[src/rtl/zion_sign_mag_to_twos_pipe.sv]
// -----------------------------------------------------------------------------
// zion_sign_mag_to_twos_pipe
//
// Streaming sign-magnitude to two's-complement converter, two pipeline stages,
// valid/ready handshake on both sides, full throughput, lossless backpressure.
//
// Stage 1 registers the conditionally inverted magnitude plus the carry-in
// (the sign). Stage 2 registers the final add. oDat/oVld come straight from
// the stage-2 registers.
//
// Parameters:
//   WIDTH_IN   input word width (MSB = sign, rest = magnitude), >= 2
//   WIDTH_OUT  output two's-complement width, >= 2
//
// Ports:
//   clk   clock
//   rst   synchronous active-high reset
//   iVld  input word valid
//   iRdy  converter can accept a word this cycle (combinational from oRdy)
//   iDat  sign-magnitude input word
//   oVld  output word valid
//   oRdy  downstream accepts the output word
//   oDat  two's-complement result, wrapped modulo 2^WIDTH_OUT
//   oOvf  (only with ZION_SM2TC_OVF_FLAG_EN) input value not representable
//         in WIDTH_OUT bits; aligned with oDat, qualified by oVld
//
// Build option:
//   ZION_SM2TC_OVF_FLAG_EN  adds the oOvf port and its pipelined flag logic.
// -----------------------------------------------------------------------------
module zion_sign_mag_to_twos_pipe #(
  parameter int WIDTH_IN  = 8,
  parameter int WIDTH_OUT = 8
) (
  input  logic                 clk,
  input  logic                 rst,
  input  logic                 iVld,
  output logic                 iRdy,
  input  logic [WIDTH_IN-1:0]  iDat,
  output logic                 oVld,
  input  logic                 oRdy,
  output logic [WIDTH_OUT-1:0] oDat
`ifdef ZION_SM2TC_OVF_FLAG_EN
  ,
  output logic                 oOvf
`endif
);

  localparam int MAG_W = WIDTH_IN - 1;
  // Comparison width wide enough for both the full magnitude and 2^(WIDTH_OUT-1).
  localparam int CMP_W = ((MAG_W > WIDTH_OUT) ? MAG_W : WIDTH_OUT) + 1;

  // ---------------------------------------------------------------------------
  // Input decode
  // ---------------------------------------------------------------------------
  logic                 sign_w;
  logic [CMP_W-1:0]     mag_ext_w;
  logic [WIDTH_OUT-1:0] mag_w;

  assign sign_w    = iDat[WIDTH_IN-1];
  assign mag_ext_w = {{(CMP_W-MAG_W){1'b0}}, iDat[MAG_W-1:0]};
  // Zero-extends or truncates the magnitude to the output width.
  assign mag_w     = mag_ext_w[WIDTH_OUT-1:0];

  // ---------------------------------------------------------------------------
  // Pipeline state
  // ---------------------------------------------------------------------------
  logic                 s1_vld_q,  s1_vld_d;
  logic                 s1_sign_q, s1_sign_d;   // also the carry-in of the S2 add
  logic [WIDTH_OUT-1:0] s1_inv_q,  s1_inv_d;
  logic                 s2_vld_q,  s2_vld_d;
  logic [WIDTH_OUT-1:0] s2_dat_q,  s2_dat_d;

  logic s1_adv;
  logic s2_adv;

  // A stage may advance when it is empty or its successor is advancing.
  assign s2_adv = ~s2_vld_q | oRdy;
  assign s1_adv = ~s1_vld_q | s2_adv;
  assign iRdy   = s1_adv;

  assign oVld = s2_vld_q;
  assign oDat = s2_dat_q;

`ifdef ZION_SM2TC_OVF_FLAG_EN
  localparam logic [CMP_W-1:0] ONE_C   = {{(CMP_W-1){1'b0}}, 1'b1};
  localparam logic [CMP_W-1:0] NEG_LIM = ONE_C << (WIDTH_OUT-1);
  localparam logic [CMP_W-1:0] POS_LIM = NEG_LIM - ONE_C;

  logic ovf_w;
  logic s1_ovf_q, s1_ovf_d;
  logic s2_ovf_q, s2_ovf_d;

  // Evaluated on the untruncated magnitude; negative side allows one more.
  assign ovf_w = sign_w ? (mag_ext_w > NEG_LIM) : (mag_ext_w > POS_LIM);
  assign oOvf  = s2_ovf_q;
`else
  // Upper magnitude bits only feed the overflow flag, absent in this build.
  logic unused_mag_w;
  assign unused_mag_w = ^mag_ext_w;
`endif

  // ---------------------------------------------------------------------------
  // Next-state logic
  // ---------------------------------------------------------------------------
  always_comb begin
    // NOTE: every _d takes its hold value first, so no branch can leave one
    // unassigned and infer a latch.
    s1_vld_d  = s1_vld_q;
    s1_sign_d = s1_sign_q;
    s1_inv_d  = s1_inv_q;
    s2_vld_d  = s2_vld_q;
    s2_dat_d  = s2_dat_q;
`ifdef ZION_SM2TC_OVF_FLAG_EN
    s1_ovf_d  = s1_ovf_q;
    s2_ovf_d  = s2_ovf_q;
`endif

    if (s2_adv) begin
      s2_vld_d = s1_vld_q;
      if (s1_vld_q) begin
        s2_dat_d = s1_inv_q + {{(WIDTH_OUT-1){1'b0}}, s1_sign_q};
`ifdef ZION_SM2TC_OVF_FLAG_EN
        s2_ovf_d = s1_ovf_q;
`endif
      end
    end

    if (s1_adv) begin
      s1_vld_d = iVld;
      // iDat is only captured on an actual transfer.
      if (iVld) begin
        s1_sign_d = sign_w;
        s1_inv_d  = sign_w ? ~mag_w : mag_w;
`ifdef ZION_SM2TC_OVF_FLAG_EN
        s1_ovf_d  = ovf_w;
`endif
      end
    end
  end

  // ---------------------------------------------------------------------------
  // Registers
  // ---------------------------------------------------------------------------
  always_ff @(posedge clk) begin
    if (rst) begin
      // NOTE: data registers are reset too, so oDat reads 0 right after reset
      // rather than stale pre-reset contents.
      s1_vld_q  <= 1'b0;
      s1_sign_q <= 1'b0;
      s1_inv_q  <= '0;
      s2_vld_q  <= 1'b0;
      s2_dat_q  <= '0;
`ifdef ZION_SM2TC_OVF_FLAG_EN
      s1_ovf_q  <= 1'b0;
      s2_ovf_q  <= 1'b0;
`endif
    end else begin
      // NOTE: non-blocking so every register samples the pre-edge values.
      s1_vld_q  <= s1_vld_d;
      s1_sign_q <= s1_sign_d;
      s1_inv_q  <= s1_inv_d;
      s2_vld_q  <= s2_vld_d;
      s2_dat_q  <= s2_dat_d;
`ifdef ZION_SM2TC_OVF_FLAG_EN
      s1_ovf_q  <= s1_ovf_d;
      s2_ovf_q  <= s2_ovf_d;
`endif
    end
  end

endmodule

[config.mk]
export PLATFORM = sky130hd
export DESIGN_NAME = zion_sign_mag_to_twos_pipe
export DESIGN_NICKNAME = d
export VERILOG_FILES = /design/src/rtl/zion_sign_mag_to_twos_pipe.sv
export SDC_FILE = /design/constraint.sdc
export NUM_CORES = 1
export LEC_CHECK = 0
export BUFFER_PORTS_ARGS = -buffer_cell sky130_fd_sc_hd__buf_2
export CAP_MARGIN = 20
export CELL_PAD_IN_SITES_DETAIL_PLACEMENT = 1
export CELL_PAD_IN_SITES_GLOBAL_PLACEMENT = 2
export CORE_MARGIN = 8
export CORE_UTILIZATION = 28
export CTS_BUF_LIST = sky130_fd_sc_hd__clkbuf_4 sky130_fd_sc_hd__clkbuf_8
export DETAILED_ROUTE_END_ITERATION = 8
export PLACE_DENSITY_LB_ADDON = 0.1
export SYNTH_ARGS = -nofsm -noshare
export SYNTH_HDL_FRONTEND = slang
export SYNTH_SLANG_ARGS = --single-unit
[constraint.sdc]
create_clock -name clk -period 1.65 [get_ports clk]
set_clock_uncertainty 0.15 [all_clocks]
set_input_delay 0 -clock clk [delete_from_list [all_inputs] [get_ports clk]]
set_output_delay 0 -clock clk [all_outputs]
set_load 0.02 [all_outputs]
==> reports/summary.json <==
{
  "initial_utilization": 0.284,
  "nets": 143,
  "p_total_w": 0.000954,
  "report.final.hold_viol_count": 0,
  "critical_path_peak_fanout": 3,
  "synth_largest_type_area_fraction": 0.429,
  "period_share": 0.956,
  "synthCells": 93,
  "cts_tree": "built",
  "worstPathCellList": "ha_4 -> ha_2 -> nand3_1 -> or3_1 -> a311oi_1",
  "chipHeight_um": 70.8,
  "antenna_found_initial": 0,
  "initialDrtViolationCount": 31,
  "clock_latency_ns": 0.29,
  "power_density_nw_per_um2": 812,
  "power.static_leakage_nw": 0.448,
  "flow.area_growth_from_synthesis_pct": 39.9,
  "fp.coreArea_um2": 2950,
  "synth_largest_area_cell": "sky130_fd_sc_hd__dfxtp_1",
  "number_of_max_cap_violations": 0,
  "report.final.setup_viol": 0,
  "maxSlewViolCount": 0,
  "irDropWorstVdd_mv": 0.354,
  "dp_hpwl_mm": 1.66,
  "post_cts.repair.setup_buffers": 0,
  "die_width_um": 70.8,
  "final.min_clock_period_ns": 1.58,
  "endpoint_kind": "register",
  "max_freq_mhz": 634,
  "layout-drive-gt1-share": 0.313,
  "final.hold.worst_slack_ns": 0.343,
  "outcome": "complete, no violations",
  "number_of_detailed_routing_iterations_run_before_antenna_repair": 4,
  "post_drt_wl_per_cell_um": 14.5,
  "timing.critical_path.slowest_stage_cell": "sky130_fd_sc_hd__dfxtp_2",
  "synthDistinctLibCells": 24,
  "pin_count_of_the_biggest_net_entering_global_routing": 19,
  "filler_cell_count_in_the_final_layout": 354,
  "setup_ws_ns": 0.0725,
  "drc": 0,
  "crit_type": "register to register",
  "synth.top_cells.by_area": "sky130_fd_sc_hd__dfxtp_1 43%, sky130_fd_sc_hd__a21oi_1 11%, sky130_fd_sc_hd__a311oi_1 10%",
  "gpl_congestion": 0.770,
  "crit_family": "simple AND/OR/NAND/NOR gates",
  "placementRows": 20,
  "rsz0062_at_grt": "true",
  "start_kind": "register",
  "yosys_register_bits": 18,
  "wirelength_mm": 2.33,
  "first_global_vias": 846,
  "cp.arrival_ns": 1.64,
  "grt_first_pass_wirelength_mm": 3.92,
  "yosysSeqAreaShare": 0.429,
  "worst-endpoint-required_ns": 1.71,
  "synth.cell_area_um2": 840,
  "top_level_ports": 22,
  "synth_warnings": 0,
  "postSynthNetCount": 107,
  "totalNegativeSetupSlack_ns": 0,
  "detailedPlace.worstSlack_ns": 0.00554,
  "post_drt_via_cell_ratio": 5.07,
  "timing.max_slew.rel_slack": 0.745,
  "grtUsageTotal": 0.0964,
  "clock_tree.root_cell": "sky130_fd_sc_hd__clkbuf_4",
  "cts_buffers": 3,
  "postSynthAreaPerCell_um2": 9.03,
  "htree_levels": 1,
  "cts.sink_count": 18,
  "maximum_single_stage_delay_on_the_critical_path_ns": 0.37,
  "hold_path.class": "register to register",
  "buf_inv_on_cp": 0,
  "die-area_um2": 5010,
  "worst_pin_slew_ns": 0.381,
  "number_of_buffers_on_the_longest_clock_path": 2,
  "global_route.overflow_total": 0,
  "clk_pin_slew_ns": 0.11,
  "route.vias.total": 817,
  "port_buffers": 21,
  "diodes": 0,
  "route.antenna.remaining_nets": 0
}
==> final timing paths <==
kind	start	endpoint	slack (ns)	depth (start not counted)
max	s1_sign_q	oDat[6]	0.07	5
min	oDat[1]	oDat[1]	0.34	2
max reg2reg	s1_sign_q	oDat[6]	0.07	5
min reg2reg	oDat[1]	oDat[1]	0.34	2
==> worst register-to-register path: stages, from the launching register on <==
cell and delay [ns]:
sky130_fd_sc_hd__dfxtp_2 0.37, sky130_fd_sc_hd__ha_4 0.15, sky130_fd_sc_hd__ha_2 0.17, sky130_fd_sc_hd__nand3_1 0.09, sky130_fd_sc_hd__or3_1 0.31, sky130_fd_sc_hd__a311oi_1 0.24
==> repair_timing <==
action,CTS,global route
pin swaps,0,3
endpoints found under the setup margin,2,4
hold buffers,11,0
endpoints found under the hold margin,18,0
resized for setup,2,4
==> Yosys cell counts <==
cell / n
sky130_fd_sc_hd__a211oi_1: 3
sky130_fd_sc_hd__a21bo_2: 1
sky130_fd_sc_hd__a21oi_1: 18
sky130_fd_sc_hd__a311oi_1: 10
sky130_fd_sc_hd__buf_1: 1
sky130_fd_sc_hd__buf_2: 2
sky130_fd_sc_hd__clkbuf_1: 5
sky130_fd_sc_hd__dfxtp_1: 18
sky130_fd_sc_hd__ha_1: 2
sky130_fd_sc_hd__inv_1: 2
sky130_fd_sc_hd__nand2_1: 2
sky130_fd_sc_hd__nand2_2: 1
sky130_fd_sc_hd__nand2b_1: 1
sky130_fd_sc_hd__nand3_1: 6
sky130_fd_sc_hd__nand3b_1: 1
sky130_fd_sc_hd__nor2_1: 1
sky130_fd_sc_hd__nor2b_1: 1
sky130_fd_sc_hd__o21ai_0: 4
sky130_fd_sc_hd__o31ai_1: 1
sky130_fd_sc_hd__or3_1: 1
sky130_fd_sc_hd__or3_2: 1
sky130_fd_sc_hd__or4_1: 1
sky130_fd_sc_hd__xnor2_1: 8
sky130_fd_sc_hd__xor2_1: 2
==> power breakdown <==
| group | total [W] | switching [W] | internal, W | leakage [nW] |
|---|---|---|---|---|
| Combinational | 0.000180 | 0.0000908 | 0.0000890 | 0.278 |
| Clock | 0.000281 | 0.000147 | 0.000134 | 0.0210 |
| Sequential | 0.000493 | 0.0000265 | 0.000466 | 0.149 |
| Total | 0.000954 | 0.000264 | 0.000689 | 0.448 |
==> area by class of cell <==
type	instances	area (um2)	area share
clock buffers	4	36.3	0.0309
inverters	2	7.51	0.00639
multi-input cells	65	459	0.391
flip-flops and latches	18	363	0.309
well taps	33	41.3	0.0351
repair buffers	39	268	0.228
==> sequential cells by signal, indices dropped and copies added, names as in the netlist <==
signal / flops
oVld: 1
s1_vld_q: 1
s1_inv_q: 7
s1_sign_q: 1
oDat: 8
==> cell families (layout without fill, tap and decap cells) <==
logic type	Yosys count	in the layout	share of synthesized area
buffers and inverters	10	45	0.0477
AND/OR/NAND/NOR	16	16	0.106
flip-flops	18	18	0.429
XOR/XNOR	10	10	0.104
AO/OA/AOI/OAI	37	37	0.283
adder cells (fa/ha/maj)	2	2	0.0298
==> metal layers <==
layer,global-route usage,up-vias,routed length (um)
met5,0,-,0
met3,0.0325,2,127
met2,0.152,18,1070
li1,-,413,-
met1,0.115,384,1110
met4,0.0416,0,22
==> layout by cell type, fill, tap and decap left out, drive strengths merged <==
cell / netlist / final
a21oi: 18 / 18
o31ai: 1 / 1
a311oi: 10 / 10
dfxtp: 18 / 18
xor2: 2 / 2
nand2b: 1 / 1
nand3: 6 / 6
a211oi: 3 / 3
nor2b: 1 / 1
xnor2: 8 / 8
or4: 1 / 1
nand3b: 1 / 1
a21bo: 1 / 1
nand2: 3 / 3
nor2: 1 / 1
or3: 2 / 2
ha: 2 / 2
o21ai: 4 / 4
buf: 3 / 28
clkbuf: 5 / 4
dlygate4sd3: 0 / 11
inv: 2 / 2
==> through the flow <==
step                       util  cell area, um2  cells
after floorplan               -             840     93
after detailed placement  0.341            1010    146
final                     0.398            1170    161
after global placement    0.341            1010    146
after CTS                 0.392            1160    161
after global routing      0.398            1170    161
Power figures use the tool's default switching activity.
